## config.mk

```make
export PLATFORM = sky130hd
export DESIGN_NAME = seg7_scan_driver_flat
export DESIGN_NICKNAME = d
export VERILOG_FILES = /design/src/rtl/seg7_pkg.sv /design/src/rtl/seg7_scan_driver_if.sv /design/src/rtl/hex_to_seg7.sv /design/src/rtl/seg7_scan_driver.sv /design/src/flat_wrapper.sv
export SDC_FILE = /design/constraint.sdc
export NUM_CORES = 1
export LEC_CHECK = 0
export CAP_MARGIN = 10
export CORE_ASPECT_RATIO = 0.5
export CORE_UTILIZATION = 29
export CTS_BUF_LIST = sky130_fd_sc_hd__clkbuf_8
export DETAILED_ROUTE_END_ITERATION = 8
export PLACE_DENSITY = 0.53
export SETUP_SLACK_MARGIN = 0.15
export SLEW_MARGIN = 10
export SYNTH_ARGS = -nofsm -noshare
export SYNTH_HDL_FRONTEND = slang
export SYNTH_SLANG_ARGS = --single-unit
```

## constraint.sdc

```tcl
create_clock -name clk -period 3.1 [get_ports clk]
set_input_delay 0.31 -clock clk [delete_from_list [all_inputs] [get_ports clk]]
set_output_delay 0.31 -clock clk [all_outputs]
set_load 0.01 [all_outputs]
```

## src/rtl/seg7_pkg.sv

```systemverilog
// Shared constants for the seven-segment scan driver.
// Combinational content only; no latency.
// No flow control.
package seg7_pkg;

    localparam int NUM_DIGITS = 4;
    localparam logic [6:0] SEG_BLANK = 7'h7F;
    localparam logic [3:0] AN_OFF = 4'hF;

    // Active-low {g,f,e,d,c,b,a} patterns, entry n is the glyph for hex digit n.
    localparam logic [15:0][6:0] SEG_LUT = {
        7'h0E, 7'h06, 7'h21, 7'h46, 7'h03, 7'h08, 7'h10, 7'h00,
        7'h78, 7'h02, 7'h12, 7'h19, 7'h30, 7'h24, 7'h79, 7'h40
    };

    function automatic logic [6:0] hex_decode(input logic [3:0] nib);
        return SEG_LUT[nib];
    endfunction

endpackage

```

## src/rtl/seg7_scan_driver_if.sv

```systemverilog
// Load channel from the core into the display driver.
// Pure wiring; no latency.
// valid/ready: a word transfers on a cycle where both are high.
interface seg7_scan_driver_if;
    import seg7_pkg::*;

    logic [4*NUM_DIGITS-1:0] load_data;
    logic [NUM_DIGITS-1:0]   load_dp;
    logic                    load_valid;
    logic                    load_ready;

    modport master (output load_data, output load_dp, output load_valid, input load_ready);
    modport slave  (input load_data, input load_dp, input load_valid, output load_ready);

endinterface

```

## src/rtl/hex_to_seg7.sv

```systemverilog
// Hex nibble to active-low seven-segment pattern.
// Combinational, zero latency.
// No flow control.
module hex_to_seg7
    import seg7_pkg::*;
(
    input  logic [3:0] nib_i,
    output logic [6:0] seg_o
);

    assign seg_o = hex_decode(nib_i);

endmodule

```

## src/rtl/seg7_scan_driver.sv

```systemverilog
// Scans a double-buffered 16-bit hex word onto a 4-digit multiplexed display.
// Outputs registered: an/seg/dp/frame_done follow the slot position by one cycle.
// One pending buffer: load_ready drops once a word is held, rises after the frame-boundary commit.
module seg7_scan_driver
    import seg7_pkg::*;
#(
    parameter int REFRESH_DIV  = 1024,
    parameter int BLANK_CYCLES = 16
) (
    input  logic                 clk,
    input  logic                 rst_n,
    seg7_scan_driver_if.slave    ld,
    input  logic                 lzb,
    output logic [6:0]           seg,
    output logic                 dp,
    output logic [3:0]           an,
    output logic                 frame_done
);

    localparam int CW = $clog2(REFRESH_DIV);
    localparam int DW = $clog2(NUM_DIGITS);
    localparam logic [CW-1:0] CNT_LAST  = CW'(REFRESH_DIV - 1);
    localparam logic [CW-1:0] BLANK_END = CW'(BLANK_CYCLES);
    localparam logic [DW-1:0] DIG_LAST  = DW'(NUM_DIGITS - 1);

    logic [CW-1:0]           cnt_q, cnt_d;
    logic [DW-1:0]           digit_q, digit_d;
    logic [4*NUM_DIGITS-1:0] disp_q, disp_d, pend_q, pend_d;
    logic [NUM_DIGITS-1:0]   disp_dp_q, disp_dp_d, pend_dp_q, pend_dp_d;
    logic                    pend_full_q, pend_full_d;
    logic [6:0]              seg_q, seg_d;
    logic [3:0]              an_q, an_d;
    logic                    dp_q, dp_d;
    logic                    frame_done_q, frame_done_d;

    logic                    boundary;
    logic                    lz_blank;
    logic                    slot_blank;
    logic [3:0]              nib_cur;
    logic [6:0]              seg_dec;

    assign boundary      = (digit_q == DIG_LAST) && (cnt_q == CNT_LAST);
    assign ld.load_ready = ~pend_full_q;
    assign nib_cur       = disp_q[{digit_q, 2'b00} +: 4];

    hex_to_seg7 u_dec (
        .nib_i (nib_cur),
        .seg_o (seg_dec)
    );

    // Slot counter, digit pointer, and the pending/display double buffer.
    always_comb begin
        cnt_d       = (cnt_q == CNT_LAST) ? '0 : cnt_q + 1'b1;
        digit_d     = (cnt_q == CNT_LAST) ? digit_q + 1'b1 : digit_q;
        disp_d      = disp_q;
        disp_dp_d   = disp_dp_q;
        pend_d      = pend_q;
        pend_dp_d   = pend_dp_q;
        pend_full_d = pend_full_q;
        if (boundary && pend_full_q) begin
            // Commit only between frames so a digit never shows a half-updated word.
            disp_d      = pend_q;
            disp_dp_d   = pend_dp_q;
            pend_full_d = 1'b0;
        end else if (ld.load_valid && !pend_full_q) begin
            pend_d      = ld.load_data;
            pend_dp_d   = ld.load_dp;
            pend_full_d = 1'b1;
        end
    end

    // Leading-zero blanking: this digit and every more-significant digit are zero.
    always_comb begin
        lz_blank = lzb && (digit_q != '0);
        for (int i = 0; i < NUM_DIGITS; i++) begin
            if ((DW'(i) >= digit_q) && (disp_q[4*i +: 4] != 4'h0)) begin
                lz_blank = 1'b0;
            end
        end
    end

    // Next values of the registered display outputs for the current slot position.
    always_comb begin
        slot_blank   = (cnt_q < BLANK_END) || lz_blank;
        an_d         = slot_blank ? AN_OFF : ~(4'b0001 << digit_q);
        seg_d        = slot_blank ? SEG_BLANK : seg_dec;
        dp_d         = slot_blank ? 1'b1 : ~disp_dp_q[digit_q];
        frame_done_d = boundary;
    end

    // Scan and buffer state; reset drops any pending word.
    always_ff @(posedge clk) begin
        if (!rst_n) begin
            cnt_q       <= '0;
            digit_q     <= '0;
            disp_q      <= '0;
            disp_dp_q   <= '0;
            pend_q      <= '0;
            pend_dp_q   <= '0;
            pend_full_q <= 1'b0;
        end else begin
            cnt_q       <= cnt_d;
            digit_q     <= digit_d;
            disp_q      <= disp_d;
            disp_dp_q   <= disp_dp_d;
            pend_q      <= pend_d;
            pend_dp_q   <= pend_dp_d;
            pend_full_q <= pend_full_d;
        end
    end

    // Output registers, all dark while in reset.
    always_ff @(posedge clk) begin
        if (!rst_n) begin
            an_q         <= AN_OFF;
            seg_q        <= SEG_BLANK;
            dp_q         <= 1'b1;
            frame_done_q <= 1'b0;
        end else begin
            an_q         <= an_d;
            seg_q        <= seg_d;
            dp_q         <= dp_d;
            frame_done_q <= frame_done_d;
        end
    end

    assign an         = an_q;
    assign seg        = seg_q;
    assign dp         = dp_q;
    assign frame_done = frame_done_q;

endmodule

```

## src/flat_wrapper.sv

```systemverilog
// flat-port wrapper written by rule: the top's interface ports become plain ports
module seg7_scan_driver_flat import seg7_pkg::*;
#(
    parameter int REFRESH_DIV  = 1024,
    parameter int BLANK_CYCLES = 16
)
  (clk, rst_n, lzb, seg, dp, an, frame_done, ld_load_data, ld_load_dp, ld_load_valid, ld_load_ready);
  seg7_scan_driver_if ld_i ();
  input  logic clk;
  input  logic rst_n;
  input  logic lzb;
  output logic [6:0] seg;
  output logic dp;
  output logic [3:0] an;
  output logic frame_done;
  input wire logic [$bits(ld_i.load_data)-1:0] ld_load_data;
  input wire logic [$bits(ld_i.load_dp)-1:0] ld_load_dp;
  input wire logic [$bits(ld_i.load_valid)-1:0] ld_load_valid;
  output wire logic [$bits(ld_i.load_ready)-1:0] ld_load_ready;
  assign ld_i.load_data = ld_load_data;
  assign ld_i.load_dp = ld_load_dp;
  assign ld_i.load_valid = ld_load_valid;
  assign ld_load_ready = ld_i.load_ready;
  seg7_scan_driver #(.REFRESH_DIV(REFRESH_DIV), .BLANK_CYCLES(BLANK_CYCLES)) u_core (.clk(clk), .rst_n(rst_n), .ld(ld_i), .lzb(lzb), .seg(seg), .dp(dp), .an(an), .frame_done(frame_done));
endmodule
```

# Word-level counts from Yosys, hierarchy flattened
# Memories as Yosys holds them, arrays and structs flattened. A register that Yosys moved wholly into a read port is not among the register bits.
# Index checks and enable logic that the tools add are counted.
totals:
  romBits: 112
  memories: 1
  input_bits: 24
  regBits: 59
mem_list:
  columns: ["memory", "depth", "width", "read_ports", "rd_clocked_by_memory_dff", "write_ports", "line_no", "text"]
  rows:
  - ["(name not given)", 16, 7, 1, 1, 0, "seg7_pkg.sv:17", "return SEG_LUT[nib];"]
op_classes:
  addsub: 2
  n_reduce_logical: 19
  bitwise: 5
  mux: 6
  eq_ne: 2
  shifts: 2
  order_cmp: 6
ops:
  columns: ["operator", "count"]
  rows:
  - ["nonzero test 4 bit", 4]
  - ["variable part select 16 x 5 -> 4 bit", 1]
  - ["adder 10 x 1 -> 10 bit, second input constant", 1]
  - ["== test 10 bit, second input constant", 1]
  - ["< comparator 10 x 5 -> 1 bit, second input constant", 1]
  - ["logical AND 1 bit", 8]
  - ["OR reduction 2 bit", 3]
  - ["two-way mux 1 bit", 5]
  - ["greater-or-equal comparator 1 x 2 -> 1 bit, first input constant", 2]
  - ["greater-or-equal comparator 2 bit, first input constant", 2]
  - ["NOT 1 bit", 4]
  - ["NOT 4 bit", 1]
  - ["<< shifter 1 x 2 -> 4 bit, first input constant", 1]
  - ["< comparator 2 x 3 -> 1 bit, second input constant", 1]
  - ["adder 2 x 1 -> 2 bit, second input constant", 1]
  - ["binary-select mux 1 bit (select 2 bit)", 1]
  - ["== test 2 bit, second input constant", 1]
  - ["AND reduction 2 bit", 1]
  - ["nonzero test 2 bit", 1]
  - ["logical NOT 1 bit", 1]
  - ["logical OR 1 bit", 1]

# Logic depth before layout (Yosys ltp)
# Gate-level depths: netlist of the first run.
depth:
  word_depth: 8
  mapped_depth: 8

# Hierarchy
# A second synthesis of the first run with hierarchy kept.
hier_totals:
  cells_unflattened: 329
  area_unflattened_um2: 2961.6
modules_own_cells:
  columns: ["mod", "cells_each", "instances", "area_per_inst_um2"]
  rows:
  - ["seg7_scan_driver", 296, 1, 2687.6]
  - ["hex_to_seg7", 33, 1, 274.0]

# Least setup slack after synthesis of the first run
# No wires, ideal clock.
synth_path:
  path_type: "flip-flop to flip-flop"
  from: "register u_core.digit_q[1]"
  to: "register u_core.seg_q[4], in the netlist u_core.seg[4]"
  arrival_time_ps: 1719
  setup_slack_ps: 1252
  path_stages_with_launch: 7
  n_path_buf: 1
  cell_sequence: "dfxtp_1 > buf_2 > mux4_2 > ha_1 > mux2_4 > o21ai_1 > nand2_1"
synth_between:
  elab_chain_len: 8
  word_cells_on_any_way: 17
  cone_classes: "order compare: 4; shift: 1; mux: 4; reduce/logical: 8"
synth_lines:
  columns: ["element", "line_no", "text"]
  rows:
  - ["start: declaration", "seg7_scan_driver.sv:27", "logic [DW-1:0] digit_q, digit_d;"]
  - ["start signal: assignment", "seg7_scan_driver.sv:103", "digit_q <= digit_d;"]
  - ["greater-or-equal comparator 1 x 2 -> 1 bit / nonzero test 2 bit (equally long branches)", "seg7_scan_driver.sv:76, seg7_scan_driver.sv:74", null]
  - ["logical AND 1 bit, on equally long branches", "seg7_scan_driver.sv:76, seg7_scan_driver.sv:74", null]
  - ["two-way mux 1 bit (4 in a row)", "seg7_scan_driver.sv:76", "if ((DW'(i) >= digit_q) && (disp_q[4*i +: 4] != 4'h0)) begin"]
  - ["logical OR 1 bit", "seg7_scan_driver.sv:84", "slot_blank = (cnt_q < BLANK_END) || lz_blank;"]
  - ["OR reduction 2 bit (no source line)", null, null]
  - ["end: declaration", "seg7_scan_driver.sv:31", "logic [6:0] seg_q, seg_d;"]
# Parallel ways exist; a longest one is shown, timed or not.
# A chain may end at the register's enable or synchronous reset.

# Worst setup path after layout of the first run
# Same ends and word-level chain as after synthesis.

==> flow_summary.yaml, run 1 <==
timing:
  rsz0062_at_grt: "no"
  slew-limit-headroom: 0.5432
  finalClockSkew_ns: 0.007683
  finalCritPeriodShare: 0.6624
  maxSlewViolCount: 0
  post-route-min-period_ns: 2.053
  setup_viol: 0
  fmax_mhz: 487.0
  finalWorstSetupSlack_ns: 1.047
  worst_slew_pin_slew_ns: 0.6837
  finalHoldViolCount: 0
  fin_setup_tns_ns: 0
yosys:
  syn-num-nets: 328
  synthCells: 293
  synth_cell_types: 40
  synth_area_leaders: "dfxtp_1, mux2i_1, nand2_1"
  avgSynthCellArea_um2: 9.916
  synthFlopType: "dfxtp_1"
  synth-edff-count: 0
  async_reset_ff_frac: 0
  post-synth-top-area-cell: "dfxtp_1"
  synth_top_area_share: 0.4548
  synth-seq-cells: 66
  yosysSeqAreaShare: 0.4548
  yosys_warnings: 0
  syn_area_mm2: 0.002905
clock_network:
  cts.sinks: 66
  cts_buffer_depth: 2
  clock_latency_ns: 0.35
  path_clk_slew_ns: 0.07
  cts-root-buf: "clkbuf_8"
  cts_resized: 0
  cts_setup_buffers: 0
  cts_tree: "done"
  htreeDepth: 3
  hold_buffers: 0
  numCtsBuffers: 9
floorplanning:
  rows: 25
  die_h_um: 72.78
  core_mm2: 0.009572
  io_pins: 38
  initial_core_util: 0.3035
  die_area_mm2: 0.01045
  die_w_um: 143.6
global_route:
  grt_max_degree: 50
  antenna_found_initial: 0
  grt_pass1_vias: 1923
  overflow: 0
  grt.total_usage: 0.1264
  grt_pass1_wl_um: 9680
cells_and_area:
  areaGrowthSynthToFinish_pct: 22.52
  fin_util: 0.3719
  nNetsFinal: 363
  drive_gt1_frac: 0.08133
  insertedDiodeCount: 0
placed_design:
  place_ws_ns: 1.046
  dp_hpwl_um: 4374
  port_buffers: 37
  place_congestion: 0.8249
route:
  wl_um: 6056
  drcViolationCount: 0
  first_iter_violations: 98
  routed_via_density: 4.430
  dr_total_vias: 2069
  wl_per_cell_um: 12.97
  drt_first_pass_iters: 4
  antenna_left: 0
critical_path:
  crit_path_max_incr_delay_ns: 0.63
  cp.required_ns: 3.32
  cp-end-kind: "flop"
  path_buf_inv: 0
  cp_slowest_cell: "mux4_2"
  cp-start-kind: "flop"
  crit_fanout: 10
  crit_chain: "mux4_2 -> ha_1 -> mux2_4 -> o21ai_1 -> nand2_1"
  path_class: "flop to flop"
  arrival_ns: 2.28
  crit_family: "multiplexers"
min_path:
  hold_path.class: "flop to flop"
power:
  p_total_mw: 1.650
  vdd_drop_max_uv: 201.1
  powerDensity_mw_per_mm2: 463.6
  p_leak_nw: 1.281
status:
  status: "completed"
run:
  drv_cap: 0
==> synthesized netlist by cell type, types with 2 or more instances <==
cell type and instances:
xnor2_1 2, nor3_1 2, dfxtp_1 66, mux4_2 6, xor2_1 10, and3_1 3
nand2_1 56, nor3b_1 2, o21ai_1 2, o21a_1 2, nor2b_1 23, nand4_1 3
buf_2 2, inv_1 6, o211ai_1 3, clkbuf_1 10, buf_6 4, nor4_1 4
mux2i_1 21, a21boi_0 21, nor2_1 9, nand3_1 3, and2_1 4, o21ai_0 3
ha_1 11
==> layout make-up <==
class | instances | area, um2
inverters | 6 | 22.52
multi-input cells | 205 | 1469
repair buffers | 40 | 392.9
fillers | 993 | 6012
flip-flops and latches | 66 | 1321
clock inverters | 5 | 47.55
well taps | 135 | 168.9
clock buffers | 10 | 137.6
==> stage by stage <==
| stage | cells | hold WS (ns) | cell area (um2) |
|---|---|---|---|
| finish | 467 | 0.4608 | 3560 |
| global route | 467 | 0.4906 | 3560 |
| CTS | 467 | 0.4661 | 3560 |
| detailed placement | 452 | 0.4506 | 3374 |
| global placement | 452 | 0.4318 | 3374 |
| floorplan | 293 | 0.4261 | 2905 |
==> registers in the layout (all words and copies together), names as in the netlist <==
name                count
u_core.pend_q          16
u_core.digit_q          2
u_core.seg              7
u_core.dp               1
u_core.disp_dp_q        4
u_core.cnt_q           10
u_core.disp_q          16
u_core.pend_full_q      1
u_core.frame_done       1
u_core.an               4
u_core.pend_dp_q        4
==> worst reg2reg max path, cell delays in order (launching register included) <==
cell,delay [ns]
dfxtp_1,0.56
mux4_2,0.63
ha_1,0.27
mux2_4,0.27
o21ai_1,0.13
nand2_1,0.07
==> path summary, 6_finish.rpt <==
kind	from	endpoint	slack [ns]	depth (start not counted)
worst max-delay path	u_core.digit_q[1]	u_core.seg[4]	1.05	5
worst min-delay path	u_core.cnt_q[0]	u_core.cnt_q[0]	0.46	1
worst max register to register	u_core.digit_q[1]	u_core.seg[4]	1.05	5
worst min register to register	u_core.cnt_q[0]	u_core.cnt_q[0]	0.46	1
==> power breakdown <==
| group | total (mW) | switching, mW | internal, mW | leakage (nW) |
|---|---|---|---|---|
| combinational | 0.0844 | 0.0365 | 0.0479 | 0.641 |
| clock | 0.687 | 0.307 | 0.380 | 0.105 |
| sequential | 0.879 | 0.0119 | 0.867 | 0.536 |
==> placed cells by master (no fill, tap or decap), types with 2 or more instances in the layout <==
master           netlist  layout
o21a_1                 2       2
o21ai_0                3       3
and3_1                 3       3
nor2_1                 9       9
and2_1                 4       4
mux2i_1               21      21
ha_1                  11      11
nor3_1                 2       2
clkdlybuf4s50_1        0      37
nand2_1               56      56
buf_4                  0       3
mux4_2                 6       6
nand4_1                3       3
nand3_1                3       3
nor4_1                 4       4
clkbuf_8               0      10
nor2b_1               23      23
a21boi_0              21      21
clkinv_2               0       2
xnor2_1                2       2
inv_1                  6       8
nor3b_1                2       2
o21ai_1                2       2
o211ai_1               3       3
xor2_1                10      10
dfxtp_1               66      66
==> routing by layer <==
metal / vias to the layer above / GRT usage / wire (um)
li1: 1064 / - / -
met1: 955 / 0.1739 / 3238
met2: 41 / 0.1710 / 2395
met3: 9 / 0.05118 / 310
met4: 0 / 0.05674 / 112
met5: - / 0 / 0
==> kinds of logic (layout without fill, tap and decap cells) <==
| logic type | count (synthesis) | in the layout | synth area share |
|---|---|---|---|
| DFF | 66 | 66 | 0.4548 |
| muxes | 28 | 28 | 0.1240 |
| AOI/OAI and AO/OA | 37 | 37 | 0.09302 |
| buffers and inverters | 22 | 61 | 0.03962 |
| and+or+nand+nor | 117 | 117 | 0.2050 |
| adders and majority gates | 11 | 11 | 0.04737 |
| xor gates and xnor gates | 12 | 12 | 0.03618 |
(Power assumes the default switching activity.)
==> run 2, diff against run 1 <==
--- a/config.mk
+++ b/config.mk
@@ -10,7 +10,7 @@
 export CORE_UTILIZATION = 29
 export CTS_BUF_LIST = sky130_fd_sc_hd__clkbuf_8
 export DETAILED_ROUTE_END_ITERATION = 8
-export PLACE_DENSITY = 0.53
+export PLACE_DENSITY = 0.55
 export SETUP_SLACK_MARGIN = 0.15
 export SLEW_MARGIN = 10
 export SYNTH_ARGS = -nofsm -noshare
==> constraint.sdc (replaced) <==
create_clock -name clk -period 1.8 [get_ports clk]
set_input_delay 0.18 -clock clk [delete_from_list [all_inputs] [get_ports clk]]
set_output_delay 0.18 -clock clk [all_outputs]
set_load 0.01 [all_outputs]
==> flow_summary.yaml, run 2 (synthesized netlist as in run 1, its figures left out) <==
status:
  status: "completed"
critical_path:
  cp-end-kind: "flop"
  path_class: "flop to flop"
  r2r-start: "u_core.digit_q[0]"
  crit_fanout: 5
  cp-start-kind: "flop"
  cp.required_ns: 2.02
  crit_path_start: "u_core.digit_q[0]"
  arrival_ns: 1.93
clock_network:
  cts_tree: "done"
  clock_latency_ns: 0.34
  numCtsBuffers: 9
  path_clk_slew_ns: 0.07
  cts_buffer_depth: 2
  hold_buffers: 0
  cts-root-buf: "clkbuf_8"
  cts.sinks: 66
  htreeDepth: 3
power:
  power_switching_mw: 0.6360
  p_leak_nw: 1.376
  p_int_mw: 2.061
  combPwrFrac: 0.056
  p_clk_frac: 0.384
  netSwitchingFraction: 0.2358
  power_frac_seq: 0.560
  vdd_drop_max_uv: 326.1
  powerDensity_mw_per_mm2: 706.9
cells_and_area:
  areaGrowthSynthToFinish_pct: 31.31
  final_cell_mix: "dfxtp_1, nand2_1, clkdlybuf4s50_1"
  nNetsFinal: 380
  top_regs: "u_core.disp_q x16, u_core.pend_q x16, u_core.cnt_q x10"
  insertedDiodeCount: 0
  fin_util: 0.3986
  final_common_cell: "dfxtp_1"
  finish.instance_area_mm2: 0.003815
  fillerInstances: 951
  drive_gt1_frac: 0.1743
global_route:
  overflow: 0
  grt_pass1_vias: 2057
  grt_pass1_wl_um: 9887
  grt_max_degree: 50
  grt.total_usage: 0.1253
  antenna_found_initial: 0
timing:
  setup_viol: 0
  fmax_mhz: 583.0
  worst_slew_pin_slew_ns: 0.3688
  finalClockSkew_ns: 0.009125
  finalCritPeriodShare: 0.9530
  finalHoldViolCount: 0
  maxSlewViolCount: 0
  holdWs_ns: 0.3879
  post-route-min-period_ns: 1.715
  rsz0062_at_grt: "yes"
  slew-limit-headroom: 0.7518
route:
  first_iter_violations: 156
  drt_first_pass_iters: 4
  routed_via_density: 4.443
  antenna_left: 0
  dr_total_vias: 2155
  wl_um: 6285
  drcViolationCount: 0
  wl_per_cell_um: 12.96
placed_design:
  place_congestion: 0.8413
  dp_hpwl_um: 4358
  port_buffers: 37
  place_area_mm2: 0.003492
floorplanning:
  die_w_um: 143.6
  die_h_um: 72.78
  io_pins: 38
  die_area_mm2: 0.01045
  core_mm2: 0.009572
  rows: 25
  initial_core_util: 0.3035
min_path:
  min_from: "ld_load_data[14]"
  hold_path.class: "primary input to flop"
run:
  drv_cap: 0
[run 2: cell count changes in the layout (fill, tap and decap cells not counted), sizes merged]
| cell | previous run | this run |
|---|---|---|
| buf | 3 | 19 |
| clkinvlp | 0 | 1 |
| clkinv | 2 | 5 |
| inv | 8 | 7 |
| bufinv | 1 | 0 |
[run 2: worst paths after layout]
path | end | slack, ns | cells past startpoint
max reg2reg | u_core.seg[6] | 0.08 | 5
max | u_core.seg[6] | 0.08 | 5
min | u_core.pend_q[14] | 0.39 | 3
min reg2reg | u_core.cnt_q[0] | 0.44 | 1
[run 2: per-layer routing]
layer  GRT usage  vias up  wire length [um]
li1            -     1102                 -
met1      0.1619     1007              3208
met2      0.1969       36              2721
met3     0.04396       10               283
met4     0.03901        0                73
met5           0        -                 0
[run 2: critical path, cell delays in order, from the launching register on]
cell and delay [ns]:
dfxtp_4 0.37, mux4_2 0.61, ha_1 0.28, nand2_1 0.11, o21a_1 0.15, o211ai_2 0.07
[run 2: final cells by class]
class	count	area [um2]	share of cell area
Inverter	6	30.03	0.007871
Tap cell	135	168.9	0.04428
Clock inverter	7	38.79	0.01017
Multi-Input combinational cell	205	1544	0.4047
Sequential cell	66	1330	0.3486
Timing Repair Buffer	57	579.3	0.1519
Clock buffer	9	123.9	0.03247
[run 2: repair_timing]
action,in CTS,in global routing
endpoints found under the setup margin,34,36
setup buffers,4,4
gates cloned,0,1
pin swaps,2,3
resized for setup,6,10
[run 2: per-stage QoR]
step / instances / setup WS [ns] / TNS [ns] / power, mW
floorplan: 293 / 0.06352 / 0 / 1.613
global route: 485 / -0.01141 / -0.01141 / 2.831
detailed placement: 460 / 0.05969 / 0 / 1.699
CTS: 480 / 0.06965 / 0 / 2.736
finish: 485 / 0.08468 / 0 / 2.697
global placement: 460 / 0.07739 / 0 / 1.694
[run 2: power groups by stage]
stage	Sequential [mW]	Combinational (mW)	Clock, mW
detailed placement	1.55	0.153	0
finish	1.51	0.151	1.04
floorplan	1.54	0.0736	0
CTS	1.51	0.154	1.07
global route	1.51	0.170	1.15
global placement	1.54	0.150	0
==> run 3, diff against run 2 <==
--- a/config.mk
+++ b/config.mk
@@ -10,7 +10,7 @@
 export CORE_UTILIZATION = 29
 export CTS_BUF_LIST = sky130_fd_sc_hd__clkbuf_8
 export DETAILED_ROUTE_END_ITERATION = 8
-export PLACE_DENSITY = 0.55
+export PLACE_DENSITY = 0.53
 export SETUP_SLACK_MARGIN = 0.15
 export SLEW_MARGIN = 10
 export SYNTH_ARGS = -nofsm -noshare
==> constraint.sdc (replaced) <==
create_clock -name clk -period 1.6 [get_ports clk]
set_input_delay 0.16 -clock clk [delete_from_list [all_inputs] [get_ports clk]]
set_output_delay 0.16 -clock clk [all_outputs]
set_load 0.01 [all_outputs]
==> flow_summary.yaml, run 3 (synthesized netlist as in run 1, its figures left out) <==
route:
  first_iter_violations: 123
  antenna_left: 0
  routed_via_density: 4.380
  wl_per_cell_um: 13.05
  dr_total_vias: 2269
  drcViolationCount: 0
  drt_first_pass_iters: 4
  wl_um: 6761
clock_network:
  cts_tree: "done"
  clock_latency_ns: 0.35
  cts_buffer_depth: 2
  cts.sinks: 66
  htreeDepth: 3
  path_clk_slew_ns: 0.07
  hold_buffers: 0
  numCtsBuffers: 9
  cts-root-buf: "clkbuf_8"
cells_and_area:
  top_regs: "u_core.disp_q x16, u_core.pend_q x16, u_core.cnt_q x10"
  drive_gt1_frac: 0.2742
  areaGrowthSynthToFinish_pct: 45.61
  nNetsFinal: 414
  fillerInstances: 937
  fin_util: 0.4420
  final_common_cell: "dfxtp_1"
  stdcell_count: 518
  final_cell_mix: "dfxtp_1, nand2_1, buf_4"
  finish.instance_area_mm2: 0.004230
  insertedDiodeCount: 0
placed_design:
  dp.cells: 485
  place_area_mm2: 0.003672
  port_buffers: 37
  dp_hpwl_um: 4670
  place_congestion: 0.8427
  place_ws_ns: -0.1266
timing:
  finalClockSkew_ns: 0.01034
  post-route-min-period_ns: 1.723
  finalCritPeriodShare: 1.077
  rsz0062_at_grt: "yes"
  slew-limit-headroom: 0.7822
  worst_slew_pin_slew_ns: 0.3237
  holdWs_ns: 0.3645
  fmax_mhz: 580.3
  finalHoldViolCount: 0
  fin_setup_tns_ns: -0.9762
  setup_viol: 19
  maxSlewViolCount: 0
  finalWorstSetupSlack_ns: -0.1231
power:
  p_int_mw: 2.522
  p_clk_frac: 0.414
  p_leak_nw: 1.598
  combPwrFrac: 0.057
  power_switching_mw: 0.6983
  power_frac_seq: 0.529
  vdd_drop_max_uv: 337.1
  p_total_mw: 3.220
  netSwitchingFraction: 0.2169
  powerDensity_mw_per_mm2: 761.2
critical_path:
  crit_fanout: 4
  rr_worst_depth: 5
  arrival_ns: 1.96
  cp-start-kind: "flop"
  cp.required_ns: 1.84
  cp-end-kind: "flop"
  path_class: "flop to flop"
global_route:
  overflow: 0
  grt.total_usage: 0.1432
  grt_max_degree: 38
  grt_pass1_vias: 2210
  grt_pass1_wl_um: 11100
  antenna_found_initial: 0
run:
  drv_cap: 0
status:
  status: "finished, violations left"
  violations: "setup timing"
floorplanning:
  die_w_um: 143.6
  core_mm2: 0.009572
  io_pins: 38
  rows: 25
  die_h_um: 72.78
  die_area_mm2: 0.01045
  initial_core_util: 0.3035
min_path:
  hold_path.class: "primary input to flop"
  hold-path-cell-count: 3
-- run 3: cell type report --
class                   count  area, um2  share of cell area
inverters                   6      30.03            0.007098
clock buffers              10      137.6             0.03253
flip-flops and latches     66       1333              0.3150
multi-input cells         205       1623              0.3836
well taps                 135      168.9             0.03993
clock inverters             5      48.80             0.01154
repair buffers             91      889.6              0.2103
-- run 3: metal layers --
metal | up-vias | wire, um | global-route usage
li1 | 1163 | - | -
met1 | 1059 | 3370 | 0.1878
met2 | 36 | 2988 | 0.2184
met3 | 11 | 314 | 0.05118
met4 | 0 | 87 | 0.04965
met5 | - | 0 | 0
-- run 3: worst paths after layout --
kind              slack, ns         startpoint                 to
hold / removal         0.36    ld_load_data[6]   u_core.pend_q[6]
setup reg to reg      -0.12  u_core.digit_q[1]      u_core.seg[4]
hold reg to reg        0.46  u_core.pend_q[11]  u_core.pend_q[11]
setup / recovery      -0.12  u_core.digit_q[1]      u_core.seg[4]
-- run 3: power by group through the flow --
| stage | Combinational [mW] | Clock [mW] | Sequential, mW |
|---|---|---|---|
| global placement | 0.168 | 0 | 1.74 |
| floorplan | 0.0828 | 0 | 1.73 |
| finish | 0.185 | 1.33 | 1.70 |
| global route | 0.209 | 1.47 | 1.71 |
| detailed placement | 0.173 | 0 | 1.74 |
| CTS | 0.185 | 1.39 | 1.70 |
-- run 3: critical path, cell delays in order, from the launching register on --
cell and delay (ns):
dfxtp_4 0.38, mux4_2 0.60, ha_4 0.21, mux2_4 0.26, o21ai_2 0.11, nand2_1 0.06
-- run 3: repair_timing --
item | CTS | global route
gates cloned | 3 | 0
setup endpoints to repair | 36 | 38
buffers inserted | 12 | 3
pin swaps | 11 | 3
resized for setup | 38 | 7
